==> src/rtl/adc_window_capture_pkg.sv <==
// Shared definitions for the ADC window capture block: FSM states, default sizes
// and the RF switch one-hot decoder.
package adc_window_capture_pkg;

  localparam int MAX_SAMPLES_DEF = 64;
  localparam int FIFO_DEPTH_DEF  = 4;

  typedef enum logic [1:0] {
    ST_IDLE   = 2'd0,
    ST_ACQ    = 2'd1,
    ST_COMMIT = 2'd2
  } state_e;

  // Returns {invalid, index}; anything that is not one-hot maps to channel 0 with invalid set.
  function automatic logic [2:0] onehot_to_idx(input logic [3:0] sel);
    logic [2:0] res;
    case (sel)
      4'b0001: res = 3'b000;
      4'b0010: res = 3'b001;
      4'b0100: res = 3'b010;
      4'b1000: res = 3'b011;
      default: res = 3'b100;
    endcase
    return res;
  endfunction

endpackage

==> src/rtl/adc_window_capture_fifo.sv <==
// result_fifo: synchronous FIFO holding committed window results; the head entry is
// always visible on rd_data, and a write into a full FIFO succeeds only alongside a pop.
module result_fifo #(
  parameter int WIDTH = 8,
  parameter int DEPTH = 4
) (
  input  logic             clk,
  input  logic             rst,
  input  logic             wr_en,
  input  logic [WIDTH-1:0] wr_data,
  input  logic             rd_en,
  output logic [WIDTH-1:0] rd_data,
  output logic             full,
  output logic             empty
);

  localparam int AW = $clog2(DEPTH);

  logic [WIDTH-1:0] mem_r [DEPTH];
  logic [AW-1:0]    wr_ptr_r;
  logic [AW-1:0]    rd_ptr_r;
  logic [AW:0]      count_r;
  logic             do_rd_s;
  logic             do_wr_s;

  assign full    = (count_r == (AW+1)'(DEPTH));
  assign empty   = (count_r == '0);
  assign do_rd_s = rd_en & ~empty;
  assign do_wr_s = wr_en & (~full | do_rd_s);
  assign rd_data = mem_r[rd_ptr_r];

  // Storage, pointers and occupancy count.
  always_ff @(posedge clk or posedge rst) begin
    if (rst) begin
      for (int i = 0; i < DEPTH; i++) mem_r[i] <= '0;
      wr_ptr_r <= '0;
      rd_ptr_r <= '0;
      count_r  <= '0;
    end else begin
      if (do_wr_s) begin
        mem_r[wr_ptr_r] <= wr_data;
        wr_ptr_r        <= wr_ptr_r + 1'b1;
      end
      if (do_rd_s) rd_ptr_r <= rd_ptr_r + 1'b1;
      case ({do_wr_s, do_rd_s})
        2'b10:   count_r <= count_r + 1'b1;
        2'b01:   count_r <= count_r - 1'b1;
        default: count_r <= count_r;
      endcase
    end
  end

endmodule

==> src/rtl/adc_window_capture.sv <==
// Accumulates ADC samples over each adc_en window and queues one
// {sum, count, channel, rotation} result per window for the downstream reader.
module adc_window_capture
  import adc_window_capture_pkg::*;
#(
  parameter int DATA_W      = 12,
  parameter int MAX_SAMPLES = MAX_SAMPLES_DEF,
  parameter int FIFO_DEPTH  = FIFO_DEPTH_DEF
) (
  input  logic              fpga_clk,
  input  logic              sys_init_ctrl,
  input  logic              adc_en,
  input  logic [3:0]        rf_sw,
  input  logic [9:0]        rot_count,
  input  logic              adc_drdy,
  input  logic [DATA_W-1:0] adc_data,
  input  logic              res_ready,
  output logic              res_valid,
  output logic [DATA_W+5:0] res_sum,
  output logic [6:0]        res_cnt,
  output logic [1:0]        res_ch,
  output logic [9:0]        res_rot,
  output logic              ovf_err,
  output logic              drop_err,
  output logic              chsel_err
);

  localparam int SUM_W   = DATA_W + 6;
  localparam int ENTRY_W = SUM_W + 7 + 2 + 10;

  state_e             state_r;
  logic               adc_en_d_r;
  logic [SUM_W-1:0]   acc_r;
  logic [6:0]         cnt_r;
  logic [1:0]         ch_r;
  logic [9:0]         rot_r;
  logic               ovf_err_r;
  logic               drop_err_r;
  logic               chsel_err_r;

  logic               rise_s;
  logic               fall_s;
  logic               take_s;
  logic [2:0]         sel_dec_s;
  logic               commit_s;
  logic               fifo_full_s;
  logic               fifo_empty_s;
  logic [ENTRY_W-1:0] head_s;

  assign rise_s    = adc_en & ~adc_en_d_r;
  assign fall_s    = ~adc_en & adc_en_d_r;
  assign take_s    = adc_en & adc_drdy;
  assign sel_dec_s = onehot_to_idx(rf_sw);
  assign commit_s  = (state_r == ST_COMMIT);

  // Window sequencing, accumulation and the sticky error flags.
  always_ff @(posedge fpga_clk or posedge sys_init_ctrl) begin
    if (sys_init_ctrl) begin
      state_r     <= ST_IDLE;
      adc_en_d_r  <= 1'b0;
      acc_r       <= '0;
      cnt_r       <= 7'd0;
      ch_r        <= 2'd0;
      rot_r       <= 10'd0;
      ovf_err_r   <= 1'b0;
      drop_err_r  <= 1'b0;
      chsel_err_r <= 1'b0;
    end else begin
      adc_en_d_r <= adc_en;
      if (commit_s && fifo_full_s && !res_ready) drop_err_r <= 1'b1;

      // A rise seen in IDLE or in the COMMIT cycle opens a fresh window, sampling on that same cycle.
      if (rise_s && (state_r == ST_IDLE || state_r == ST_COMMIT)) begin
        state_r <= ST_ACQ;
        acc_r   <= take_s ? SUM_W'(adc_data) : '0;
        cnt_r   <= take_s ? 7'd1 : 7'd0;
        ch_r    <= sel_dec_s[1:0];
        rot_r   <= rot_count;
        if (sel_dec_s[2]) chsel_err_r <= 1'b1;
      end else begin
        case (state_r)
          ST_IDLE: state_r <= ST_IDLE;
          ST_ACQ: begin
            if (fall_s) begin
              state_r <= ST_COMMIT;
            end else if (take_s) begin
              if (cnt_r == 7'(MAX_SAMPLES)) begin
                ovf_err_r <= 1'b1;
              end else begin
                acc_r <= acc_r + SUM_W'(adc_data);
                cnt_r <= cnt_r + 7'd1;
              end
            end
          end
          ST_COMMIT: state_r <= ST_IDLE;
          default:   state_r <= ST_IDLE;
        endcase
      end
    end
  end

  result_fifo #(
    .WIDTH (ENTRY_W),
    .DEPTH (FIFO_DEPTH)
  ) u_result_fifo (
    .clk     (fpga_clk),
    .rst     (sys_init_ctrl),
    .wr_en   (commit_s),
    .wr_data ({acc_r, cnt_r, ch_r, rot_r}),
    .rd_en   (res_ready),
    .rd_data (head_s),
    .full    (fifo_full_s),
    .empty   (fifo_empty_s)
  );

  assign res_valid = ~fifo_empty_s;
  assign res_sum   = head_s[ENTRY_W-1 -: SUM_W];
  assign res_cnt   = head_s[18:12];
  assign res_ch    = head_s[11:10];
  assign res_rot   = head_s[9:0];
  assign ovf_err   = ovf_err_r;
  assign drop_err  = drop_err_r;
  assign chsel_err = chsel_err_r;

endmodule
==> config.mk <==
export PLATFORM = sky130hd
export DESIGN_NAME = adc_window_capture
export DESIGN_NICKNAME = d
export VERILOG_FILES = /design/src/rtl/adc_window_capture_pkg.sv /design/src/rtl/adc_window_capture_fifo.sv /design/src/rtl/adc_window_capture.sv
export SDC_FILE = /design/constraint.sdc
export NUM_CORES = 1
export LEC_CHECK = 0
export ABC_AREA = 1
export CAP_MARGIN = 10
export CORE_ASPECT_RATIO = 1.75
export CORE_MARGIN = 1.5
export CORE_UTILIZATION = 45
export CTS_BUF_LIST = sky130_fd_sc_hd__clkbuf_4 sky130_fd_sc_hd__clkbuf_8
export CTS_CLUSTER_SIZE = 40
export DETAILED_ROUTE_END_ITERATION = 6
export GPL_ROUTABILITY_DRIVEN = 0
export GPL_TIMING_DRIVEN = 0
export PLACE_DENSITY_LB_ADDON = 0.2
export SETUP_SLACK_MARGIN = 0.02
export SYNTH_ARGS = -nofsm -noshare
export SYNTH_HDL_FRONTEND = slang
export SYNTH_SLANG_ARGS = --single-unit
==> constraint.sdc <==
create_clock -name fpga_clk -period 6.4 [get_ports fpga_clk]
set_input_delay 1.28 -clock fpga_clk [delete_from_list [all_inputs] [get_ports fpga_clk]]
set_output_delay 1.28 -clock fpga_clk [all_outputs]
set_load 0.02 [all_outputs]
# After elaboration in Yosys (flattened, before gate mapping)
# Cells that the tools add are included.
# classes
n_addsub	6
order_cmp	3
eq_ne	13
mux	23
bitwise	14
reduce_logical	14
# ops
cell	n
$bwmux 148	1
$mux 37	3
$mux 18	5
$bmux 37 s2	1
$demux 37 s2	1
$mux 7	5
$add 18x12->18	1
$mux 12	1
$pmux 3 s4	1
$add 7x1->7 const B	1
$eq 7x7->1 const B	1
$ge 3x3->1 const B	2
$mux 2	3
$not 1->1	6
$not 2->3	2
$pmux 3 s2	1
$reduce_bool 2->1	3
$and 1x1->1	5
$reduce_and 5->1	1
$add 2x1->2 const B	2
$eq 2x1->1 const B	2
$eq 2x2->1 const B	2
$eq 4x1->1 const B	1
$eq 4x2->1 const B	1
18 further kinds	21
# totals
regBits	198
inputBits	31
output_inout_bits	41
wordCells	89

# Longest topological paths before layout
# Gate-level depths: netlist of run 1.
# logic_depth
depth_word	7
depth_mapped	10
mapped_depth_nobuf	10

# Modules after synthesis
# Synthesis of run 1 repeated with hierarchy kept, for this count alone.
# hier_totals
cells_unflattened	1291
area_unflattened_um2	10298.6
# by_module_without_submodules
mod	instances	cells_per_inst	area_each_um2	seq_area_each_um2
result_fifo	1	915	7529.7	3878.7
adc_window_capture	1	376	2768.9	1076.0

# Worst setup path after synthesis of run 1
# OpenSTA, ideal clock, no wires.
# synth_path
path_kind	register -> output
start	register u_result_fifo.rd_ptr_r[0]
end	output res_cnt[4]
t_arrival_ns	1.424
required_time_ns	5.120
setup_slack_ns	3.696
path_stages_with_launch	6
n_path_buf	2
path_cell_list	dfrtp_1 > inv_1 > clkbuf_1 > clkbuf_1 > nor2_1 > o22ai_1
# synth_between
elab_chain_len	4
# synth_rtl
element	line_no	text
from (decl)	adc_window_capture_fifo.sv:21	logic [AW-1:0] rd_ptr_r;
from (signal assigned)	adc_window_capture_fifo.sv:44	if (do_rd_s) rd_ptr_r <= rd_ptr_r + 1'b1;
$not 2->3 (not written as such)	adc_window_capture_fifo.sv:30	assign rd_data = mem_r[rd_ptr_r];
$bmux 37 s2	adc_window_capture_fifo.sv:30	
$mux 37 (not written as such) (2 in series)	adc_window_capture_fifo.sv:30	
to (decl)	adc_window_capture.sv:20	output logic [6:0] res_cnt,
# Every way passes these cells. The select of a mux whose other input is x is not followed.

# Worst setup path in the final report of run 1
# layout_path
start	register u_result_fifo.rd_ptr_r[0]
end	output res_rot[9]
# layout_between
elab_chain_len	4
# layout_rtl
element	line_no	text
$not 2->3 (not written as such)	adc_window_capture_fifo.sv:30	
$bmux 37 s2	adc_window_capture_fifo.sv:30	
$mux 37 (not written as such) (2 in series)	adc_window_capture_fifo.sv:30	
to (decl)	adc_window_capture.sv:22	output logic [9:0] res_rot,
# Every way passes these cells. The select of a mux whose other input is x is not followed.

==> results of run 1 <==
## through the flow
stage	cells	setup slack (ns)
after floorplan	987	2.56
after global placement	1350	0.876
after detailed placement	1355	2.52
after CTS	1386	1.98
after global routing	1386	1.91
final	1386	2.06
## power by group
part / internal (mW) / total (mW) / switching (mW) / leakage, nW
sequential: 1.71 / 2.03 / 0.320 / 2.55
clock: 0.355 / 0.791 / 0.435 / 0.196
combinational: 1.15 / 2.57 / 1.42 / 2.46
total: 3.21 / 5.39 / 2.18 / 5.21
## critical path, stage by stage (launching register included)
cell,delay [ns]
sky130_fd_sc_hd__dfrtp_1,0.42
sky130_fd_sc_hd__clkbuf_1,0.52
sky130_fd_sc_hd__clkbuf_1,0.64
sky130_fd_sc_hd__nor2_1,0.09
sky130_fd_sc_hd__o22ai_1,0.25
sky130_fd_sc_hd__clkdlybuf4s50_1,0.66
## cells by family (layout without fill, tap and decap cells)
logic type / count (synthesis) / in the layout / synth area share, %
muxes: 108 / 108 / 14.0
buffers and inverters: 110 / 217 / 5.12
xor gates and xnor gates: 6 / 6 / 0.538
AOI/OAI and AO/OA: 211 / 211 / 12.5
DFF: 198 / 198 / 50.7
and+or+nand+nor: 333 / 333 / 14.3
adders and majority gates: 21 / 21 / 2.84
## routing by layer
metal | routed length (um) | global-route usage, % | vias to the layer above
met5 | 0 | 0 | -
met4 | 760 | 9.91 | 0
met3 | 720 | 3.34 | 54
li1 | - | - | 3527
met1 | 10200 | 27.5 | 3667
met2 | 13400 | 43.4 | 154
## final cells by class
| class | instances | share of cell area [%] |
|---|---|---|
| sequential | 198 | 43.7 |
| multi-input combinational | 679 | 38.1 |
| timing repair buffer | 76 | 7.16 |
| tap | 292 | 3.23 |
| clock buffer | 25 | 2.71 |
| buffer | 51 | 2.44 |
| inverter | 59 | 2.01 |
| clock inverter | 6 | 0.608 |
## cell usage in the layout (no fill, tap or decap), types with 28 or more instances in the layout
| cell | instances |
|---|---|
| sky130_fd_sc_hd__mux2_2 | 68 |
| sky130_fd_sc_hd__clkbuf_1 | 28 |
| sky130_fd_sc_hd__o21a_1 | 41 |
| sky130_fd_sc_hd__clkdlybuf4s50_1 | 71 |
| sky130_fd_sc_hd__a21oi_1 | 36 |
| sky130_fd_sc_hd__nand3_1 | 30 |
| sky130_fd_sc_hd__inv_1 | 55 |
| sky130_fd_sc_hd__nand2_1 | 157 |
| sky130_fd_sc_hd__dfrtp_1 | 198 |
| sky130_fd_sc_hd__o22ai_1 | 37 |
| sky130_fd_sc_hd__nor2_1 | 115 |
| sky130_fd_sc_hd__o21ai_0 | 90 |
| sky130_fd_sc_hd__mux2_4 | 40 |
## final timing paths
path                                                 to  depth (start not counted)
min in group asynchronous       u_result_fifo.mem_r[89]                          2
max in group asynchronous       u_result_fifo.mem_r[27]                          5
worst max register to register                acc_r[14]                          9
worst min-delay path                          chsel_err                          1
worst max-delay path                         res_rot[9]                          5
worst min register to register                chsel_err                          1
## sequential cells by signal, indices dropped and copies added, names as in the netlist
name,cells
u_result_fifo.mem_r,148
acc_r,18
rot_r,10
cnt_r,7
u_result_fifo.count_r,3
ch_r,2
state_r,2
u_result_fifo.rd_ptr_r,2
u_result_fifo.wr_ptr_r,2
adc_en_d_r,1
chsel_err,1
drop_err,1
ovf_err,1
==> reports/metrics.yaml, run 1 <==
sta:
  finalSetupViolCount: 0
  final.setup_skew_ns: 0.0157
  period_needed_ns: 4.34
  hold_viol_final: 0
  worst_hold_slack_ns: 0.473
  max_slew_margin_pct: 49.9
  slew_violations: 0
  tightest_slew_ns: 0.752
  fin_crit_sh_pct: 67.9
  max_clock_freq_mhz: 230
  rsz0062_at_grt: "no"
  finalSetupTns_ns: 0
worst_setup_path:
  reg2reg_slack_ns: 3.96
  crit_arrival_ns: 3.06
  cp_data_required_time_ns: 5.12
  cp_max_fo: 10
  worst_r2r_startpoint: "acc_r[0]"
  worst_setup_path_startpoint: "u_result_fifo.rd_ptr_r[0]"
  critPathCaptureType: "primary output"
  cp-start-kind: "flip-flop"
  criticalPathCategory: "reg -> out"
die:
  rows: 71
  chipWidth_um: 114
  chipHeight_um: 198
  core_um2: 21400
  fp.dieArea_um2: 22600
  initial_core_util_pct: 45.6
  floorplan.io_pins: 72
logic_synthesis:
  synth_top_flop_cell: "sky130_fd_sc_hd__dfrtp_1"
  most_used_standard_cell_by_instance_count_after_synthesis: "sky130_fd_sc_hd__dfrtp_1"
  syn_area_um2: 9770
  yosysSeqAreaShare_pct: 50.7
  ys_top_cells_by_area: "sky130_fd_sc_hd__dfrtp_1, sky130_fd_sc_hd__mux2_2, sky130_fd_sc_hd__mux2_4"
  yosysTopAreaCellShare_pct: 50.7
  syn-mean-instance-area_um2: 9.90
  post_synth_inst_count: 987
  share_of_synthesized_registers_carrying_an_async_set_or_reset_pct: 100
  synth.cells.most_frequent: "sky130_fd_sc_hd__dfrtp_1, sky130_fd_sc_hd__nand2_1, sky130_fd_sc_hd__nor2_1"
  netlist.top_cell.by_area: "sky130_fd_sc_hd__dfrtp_1"
  syn_nets: 1039
  synth_cell_type_count: 37
  synth_enable_flop_cells: 0
  yosysWarningCount: 0
  postSynthRegisterBits: 198
route:
  routed-via-count: 7402
  drt.antenna.violating_nets: 0
  routed_wl_um: 25100
  firstDrtPassIters: 6
  wire_per_inst_um: 18.1
  post_drt_via_cell_ratio: 5.34
  drcViolationCount: 0
  drtIter0Drc: 418
layout:
  post-route-util_pct: 52.9
  finish.net_count: 1134
  filler_cells: 1956
  multiInputGateArea_um2: 4320
  drive_above_1_share_pct: 17.0
  post-route-cell-area_um2: 11300
  num_antenna_cells: 0
  area.sequential_um2: 4950
  area_growth_pct: 15.9
min_path:
  hold_class: "reg -> reg"
  hold_path_startpoint: "chsel_err"
power:
  ir_drop_mv: 0.328
  static-leakage-power_nw: 5.21
  power_mw: 5.39
  power_density_nw_per_um2: 476
global_route:
  grt_antenna_before_repair: 0
  globalRouteTotalUtil_pct: 23.8
  grt_max_degree: 43
  grt_pass1_vias: 7669
  grt.overflow.total: 0
  grt_pass1_wl_um: 40800
clocking:
  setup_buffers_after_cts: 0
  cts-buffers-inserted: 17
  ctsHtreeMaxLevel: 4
  cts.reportedPaths.clkPinSlew_ns: 0.10
  cts_hold_buf: 0
  tritoncts: "built"
  clock_sinks: 198
  clockBufferDepth: 2
  postCtsResizedCells: 0
  clkLatencyLatePin_ns: 0.49
  cts.root.buffer_cell: "sky130_fd_sc_hd__clkbuf_8"
status:
  run_status: "finished clean"
place:
  detailed_place.area_um2: 11000
  dp_hpwl_um: 18200
  buffer_ports.inserted: 71
flow_run:
  max_cap_viol_count: 0
Power figures use the tool's default switching activity.
==> run 2, diff against run 1 <==
clock period = 3.64 ns   (was 6.4 ns; I/O delays follow)
==> reports/metrics.yaml, run 2 (synthesized netlist as in run 1, its figures left out) <==
worst_setup_path:
  worst_r2r_startpoint: "acc_r[0]"
  terminus_of_the_critical_flop_to_flop_path: "acc_r[14]"
  criticalPathCategory: "reg -> out"
  cp-start-kind: "flip-flop"
  most_numerous_cell_on_the_critical_path: "sky130_fd_sc_hd__clkbuf_1"
  cp_max_fo: 10  # unchanged
  cp_data_required_time_ns: 2.91  # -2.21 ns
  r2r.worst_path.cells: 9  # unchanged
  critPathCaptureType: "primary output"
  crit_arrival_ns: 2.74  # -0.32 ns
  cpPeakStageDelay_ns: 0.62  # -0.04 ns
  reg2reg_slack_ns: 1.22  # -2.74 ns
  critical-path-slowest-cell: "sky130_fd_sc_hd__clkdlybuf4s50_1"
  critical_path.cell_chain: "clkbuf_1 > clkbuf_1 > o21ai_0 > o22ai_1 > clkdlybuf4s50_1"
layout:
  largest_registers: "u_result_fifo.mem_r (148), acc_r (18), rot_r (10)"
  layout.cells.non_filler: 1386  # unchanged
  drive_above_1_share_pct: 18.5  # +1.5 points
  filler_cells: 1957  # +0.051%
  area_growth_pct: 16.1
  top_register: "u_result_fifo.mem_r"
  most-common-layout-cells: "sky130_fd_sc_hd__dfrtp_1, sky130_fd_sc_hd__nand2_1, sky130_fd_sc_hd__nor2_1"
  area.sequential_um2: 4950  # unchanged
  largest_register_ffs: 148  # unchanged
  post-route-util_pct: 53.0  # +0.094 points
  layout_commonest_cell: "sky130_fd_sc_hd__dfrtp_1"
  num_antenna_cells: 0  # unchanged
  finish.net_count: 1134  # unchanged
  multiInputGateArea_um2: 4320  # unchanged
power:
  static-leakage-power_nw: 5.26  # +0.91%
  net-switching-power_mw: 3.82  # +76%
  pwr-share-comb_pct: 47.7  # about the same
  clock_power_share_pct: 14.7  # about the same
  ir_drop_mv: 0.585  # +78%
  power_density_nw_per_um2: 836  # +76%
  internal_power_mw: 5.66  # +76%
  power_frac_seq_pct: 37.6  # about the same
  p_sw_share_pct: 40.3  # -0.10 points
route:
  drtIter0Drc: 421  # +0.72%
  wire_per_inst_um: 18.1  # -0.22%
  drt.antenna.violating_nets: 0  # unchanged
  routed-via-count: 7409  # +0.095%
  drcViolationCount: 0  # unchanged
  post_drt_via_cell_ratio: 5.35  # about the same
  firstDrtPassIters: 6  # unchanged
  routed_wl_um: 25100  # -0.22%
die:
  chipHeight_um: 198  # unchanged
  chipWidth_um: 114  # unchanged
  core_um2: 21400  # unchanged
  rows: 71  # unchanged
  initial_core_util_pct: 45.6  # unchanged
  fp.dieArea_um2: 22600  # unchanged
  floorplan.io_pins: 72  # unchanged
clocking:
  cts_hold_buf: 0  # unchanged
  cts.reportedPaths.clkPinSlew_ns: 0.10  # about the same
  clockBufferDepth: 2  # unchanged
  clkLatencyLatePin_ns: 0.49  # about the same
  clock_sinks: 198  # unchanged
  setup_buffers_after_cts: 0  # unchanged
  ctsHtreeMaxLevel: 4  # unchanged
  tritoncts: "built"
  cts-buffers-inserted: 17  # unchanged
  cts.root.buffer_cell: "sky130_fd_sc_hd__clkbuf_8"
global_route:
  grt_pass1_wl_um: 40800  # about the same
  grtUsageMet1_pct: 27.5  # -0.080 points
  grt.overflow.total: 0  # unchanged
  grt_max_degree: 43  # unchanged
  globalRouteTotalUtil_pct: 23.8  # about the same
  met2_usage_pct: 43.5  # +0.067 points
  busiest_layer: "met2"
  grt_use_met3_pct: 3.34  # unchanged
  grt_pass1_vias: 7687  # +0.23%
  grt_antenna_before_repair: 0  # unchanged
status:
  run_status: "finished clean"
sta:
  tightest_slew_ns: 0.714  # -0.0380 ns
  final.setup_skew_ns: 0.0151  # -0.000634 ns
  slew_violations: 0  # unchanged
  hold_viol_final: 0  # unchanged
  max_slew_margin_pct: 52.4  # +2.5 points
  max_clock_freq_mhz: 288
  fin_crit_sh_pct: 95.4
  rsz0062_at_grt: "no"
  period_needed_ns: 3.47
  finalSetupViolCount: 0  # unchanged
min_path:
  hold_class: "reg -> reg"
  min_delay_path_depth: 1  # unchanged
  endpoint_with_the_worst_hold_slack: "chsel_err"
  hold_path_startpoint: "chsel_err"
flow_run:
  max_cap_viol_count: 0  # unchanged
place:
  buffer_ports.inserted: 71  # unchanged
  dp_hpwl_um: 18200  # unchanged
  placedCellCount: 1355  # unchanged
==> run 2: cell counts in the layout (fill, tap and decap cells not counted) <==
No cell type changed its count.
==> run 2: power by group through the flow <==
| stage | combinational (mW) | sequential [mW] | clock [mW] |
|---|---|---|---|
| after floorplan | 2.96 | 3.43 | 0 |
| after global placement | 4.45 | 3.59 | 0 |
| after detailed placement | 4.52 | 3.60 | 0 |
| after CTS | 4.55 | 3.56 | 1.43 |
| after global routing | 4.98 | 3.68 | 1.50 |
| final | 4.53 | 3.57 | 1.39 |
==> run 2: final cells by class <==
cell class | count | area share (%)
Buffer | 51 | 2.61
Sequential cell | 198 | 43.7
Clock buffer | 25 | 2.70
Inverter | 59 | 2.01
Timing Repair Buffer | 76 | 7.15
Clock inverter | 6 | 0.606
Tap cell | 292 | 3.22
Multi-Input combinational cell | 679 | 38.0
==> run 2: how the worst max path moves through the flow <==
stage	from	to	slack, ns
2_1_floorplan	sys_init_ctrl	acc_r[0]	0.35
3_3_place_gp	sys_init_ctrl	u_result_fifo.mem_r[26]	-1.33
3_5_place_dp	u_result_fifo.rd_ptr_r[0]	res_rot[9]	0.31
4_1_cts	u_result_fifo.rd_ptr_r[0]	res_rot[9]	0.02
5_1_grt	u_result_fifo.rd_ptr_r[1]	res_sum[16]	0.02
6_report	u_result_fifo.rd_ptr_r[1]	res_rot[6]	0.17
==> run 2: routing by layer <==
layer | vias up | part of all wire, %
met5 | - | 0
met2 | 155 | 53
met1 | 3677 | 41
met3 | 52 | 2.9
met4 | 0 | 3.0
li1 | 3525 | -
==> run 2: timing repair <==
| action | in CTS | in global routing |
|---|---|---|
| gates cloned | 0 | 0 |
| setup endpoints to repair | 33 | 28 |
| resized for setup | 11 | 10 |
==> run 2: per-stage QoR <==
step	setup WS (ns)	area, um2	setup TNS [ns]	total power, mW	hold WS [ns]
after floorplan	0.352	9780	0	6.39	0.459
after global placement	-1.33	10900	-258.89	8.04	0.450
after detailed placement	0.313	11000	0	8.12	0.453
after CTS	0.0167	11300	0	9.53	0.476
after global routing	0.0207	11300	0	10.2	0.496
final	0.168	11300	0	9.48	0.472
==> run 2: critical path, delay by kind of cell (launching register included) <==
family	cells	cell delay [ns]
AOI/OAI and AO/OA	2	0.43
buffers and inverters	3	1.47
DFF	1	0.35
==> run 3, diff against run 2 <==
CORE_UTILIZATION = 50   (was 45)
==> reports/metrics.yaml, run 3 (synthesized netlist as in run 1, its figures left out) <==
power:
  net-switching-power_mw: 3.87  # +1.2%
  power_density_nw_per_um2: 843  # +0.80%
  pwr-share-comb_pct: 47.1  # -0.6 points
  internal_power_mw: 5.66  # -0.11%
  clock_power_share_pct: 15.3  # +0.6 points
  ir_drop_mv: 0.539  # -7.7%
  power_frac_seq_pct: 37.5  # about the same
  static-leakage-power_nw: 5.25  # -0.16%
  p_sw_share_pct: 40.6  # +0.32 points
  power_mw: 9.53  # +0.43%
worst_setup_path:
  critical_path.cell_chain: "clkbuf_1 > buf_1 > o21ai_0 > o22ai_1 > clkdlybuf4s50_1"
  worst_setup_path_startpoint: "u_result_fifo.rd_ptr_r[1]"
  criticalPathCategory: "reg -> out"
  worst_r2r_startpoint: "acc_r[0]"
  worst_path_dominant_cell_family: "buffers and inverters"
  critical-path-slowest-cell: "sky130_fd_sc_hd__clkdlybuf4s50_1"
  critPathCaptureType: "primary output"
  cp_max_fo: 10  # unchanged
  reg2reg_slack_ns: 1.20  # -0.02 ns
  crit_arrival_ns: 2.71  # -0.03 ns
  terminus_of_the_critical_flop_to_flop_path: "acc_r[14]"
  cp.buffers_inverters: 3  # unchanged
  r2r.worst_path.cells: 9  # unchanged
  cp_data_required_time_ns: 2.91  # about the same
  cpPeakStageDelay_ns: 0.62  # about the same
  cp-start-kind: "flip-flop"
global_route:
  grt.overflow.total: 0  # unchanged
  grt_use_met3_pct: 4.00  # +0.66 points
  globalRouteTotalUtil_pct: 25.8  # +2.0 points
  grt_max_degree: 43  # unchanged
  met2_usage_pct: 45.5  # +2.1 points
  busiest_layer: "met2"
  grtUsageMet1_pct: 29.7  # +2.2 points
  grt_pass1_wl_um: 40100  # -1.9%
  grt_antenna_before_repair: 0  # unchanged
  grt_pass1_vias: 7784  # +1.3%
sta:
  tightest_slew_ns: 0.750  # +0.0356 ns
  period_needed_ns: 3.44  # -0.0303 ns
  finalSetupViolCount: 0  # unchanged
  rsz0062_at_grt: "yes"
  slew_violations: 0  # unchanged
  max_slew_margin_pct: 49.9  # -2.5 points
  fin_crit_sh_pct: 94.6  # -0.83 points
  max_clock_freq_mhz: 291  # +0.88%
  finalSetupTns_ns: 0  # unchanged
  final.setup_skew_ns: 0.0150  # -0.0000234 ns
  hold_viol_final: 0  # unchanged
  post-route-worst-setup-slack_ns: 0.198  # +0.0303 ns
layout:
  layout_commonest_cell: "sky130_fd_sc_hd__dfrtp_1"
  largest_register_ffs: 148  # unchanged
  top_register: "u_result_fifo.mem_r"
  largest_registers: "u_result_fifo.mem_r (148), acc_r (18), rot_r (10)"
  finish.net_count: 1133  # -0.088%
  filler_cells: 1669  # -15%
  drive_above_1_share_pct: 18.4  # -0.091 points
  num_antenna_cells: 0  # unchanged
  area_growth_pct: 15.7
  layout.cells.non_filler: 1335  # -3.7%
  most-common-layout-cells: "sky130_fd_sc_hd__dfrtp_1, sky130_fd_sc_hd__nand2_1, sky130_fd_sc_hd__nor2_1"
place:
  placedCellCount: 1304  # -3.8%
  dp_hpwl_um: 17800  # -2.1%
  pre_cts_slack_ns: 0.435  # +0.121 ns
  buffer_ports.inserted: 71  # unchanged
clocking:
  clkLatencyLatePin_ns: 0.49  # about the same
  cts-buffers-inserted: 17  # unchanged
  cts.root.buffer_cell: "sky130_fd_sc_hd__clkbuf_8"
  clockBufferDepth: 2  # unchanged
  cts.reportedPaths.clkPinSlew_ns: 0.11  # about the same
  clock_sinks: 198  # unchanged
  tritoncts: "built"
  cts_hold_buf: 0  # unchanged
  ctsHtreeMaxLevel: 4  # unchanged
die:
  core_um2: 19200  # -10%
  floorplan.io_pins: 72  # unchanged
  fp.dieArea_um2: 20400  # -9.8%
  chipWidth_um: 109  # -5.0%
  chipHeight_um: 188  # -5.1%
  rows: 67  # -5.6%
  initial_core_util_pct: 50.9  # +5.3 points
route:
  post_drt_via_cell_ratio: 5.65  # +5.7%
  drt.antenna.violating_nets: 0  # unchanged
  drtIter0Drc: 392  # -6.9%
  drcViolationCount: 0  # unchanged
  routed-via-count: 7542  # +1.8%
  routed_wl_um: 24600  # -2.0%
  firstDrtPassIters: 5  # -1
  wire_per_inst_um: 18.4  # +1.7%
min_path:
  hold_class: "reg -> reg"
  endpoint_with_the_worst_hold_slack: "chsel_err"
  min_delay_path_depth: 1  # unchanged
  hold_path_startpoint: "chsel_err"
flow_run:
  max_cap_viol_count: 0  # unchanged
status:
  run_status: "finished clean"
-- run 3: worst max-delay path by stage --
stage          cells after the start  slack [ns]          to
3_3_place_gp                       2       -1.32    acc_r[8]
4_1_cts                            5        0.02  res_rot[4]
5_1_grt                            5        0.01  res_rot[7]
3_5_place_dp                       5        0.43  res_cnt[6]
2_1_floorplan                      1        0.35    acc_r[0]
6_report                           5        0.20  res_rot[7]
-- run 3: area by class of cell --
cell class                 count  area (um2)  area share [%]
buffer                        50         290            2.57
inverter                      59         228            2.01
multi-input combinational    679        4320            38.2
clock inverter                15         169            1.49
sequential                   198        4950            43.8
tap                          241         302            2.67
timing repair buffer          76         811            7.17
clock buffer                  17         234            2.07
-- run 3: per-stage QoR --
| stage | utilization [%] | hold WS [ns] | cell area (um2) |
|---|---|---|---|
| global placement | 56.2 | 0.451 | 10800 |
| finish | 58.9 | 0.475 | 11300 |
| CTS | 58.9 | 0.483 | 11300 |
| floorplan | - | 0.459 | 9780 |
| detailed placement | 56.7 | 0.458 | 10900 |
| global route | 58.9 | 0.504 | 11300 |
-- run 3: per-layer routing --
| metal | up-vias | part of all wire, % |
|---|---|---|
| met5 | - | 0 |
| met4 | 0 | 4.2 |
| met3 | 64 | 3.1 |
| met2 | 191 | 53 |
| met1 | 3765 | 40 |
| li1 | 3522 | - |
-- run 3: repair_timing --
| item | 4_1_cts | 5_1_grt |
|---|---|---|
| pin swaps | 0 | 0 |
| resized for setup | 8 | 13 |
| endpoints found under the hold margin | 0 | 0 |
| setup endpoints to repair | 25 | 28 |
| buffers inserted | 0 | 0 |
-- run 3: power by group through the flow --
stage / clock network, mW / logic [mW] / registers [mW]
global placement: 0 / 4.40 / 3.58
global route: 1.57 / 4.95 / 3.68
detailed placement: 0 / 4.48 / 3.61
CTS: 1.49 / 4.51 / 3.57
finish: 1.46 / 4.49 / 3.58
floorplan: 0 / 2.96 / 3.43
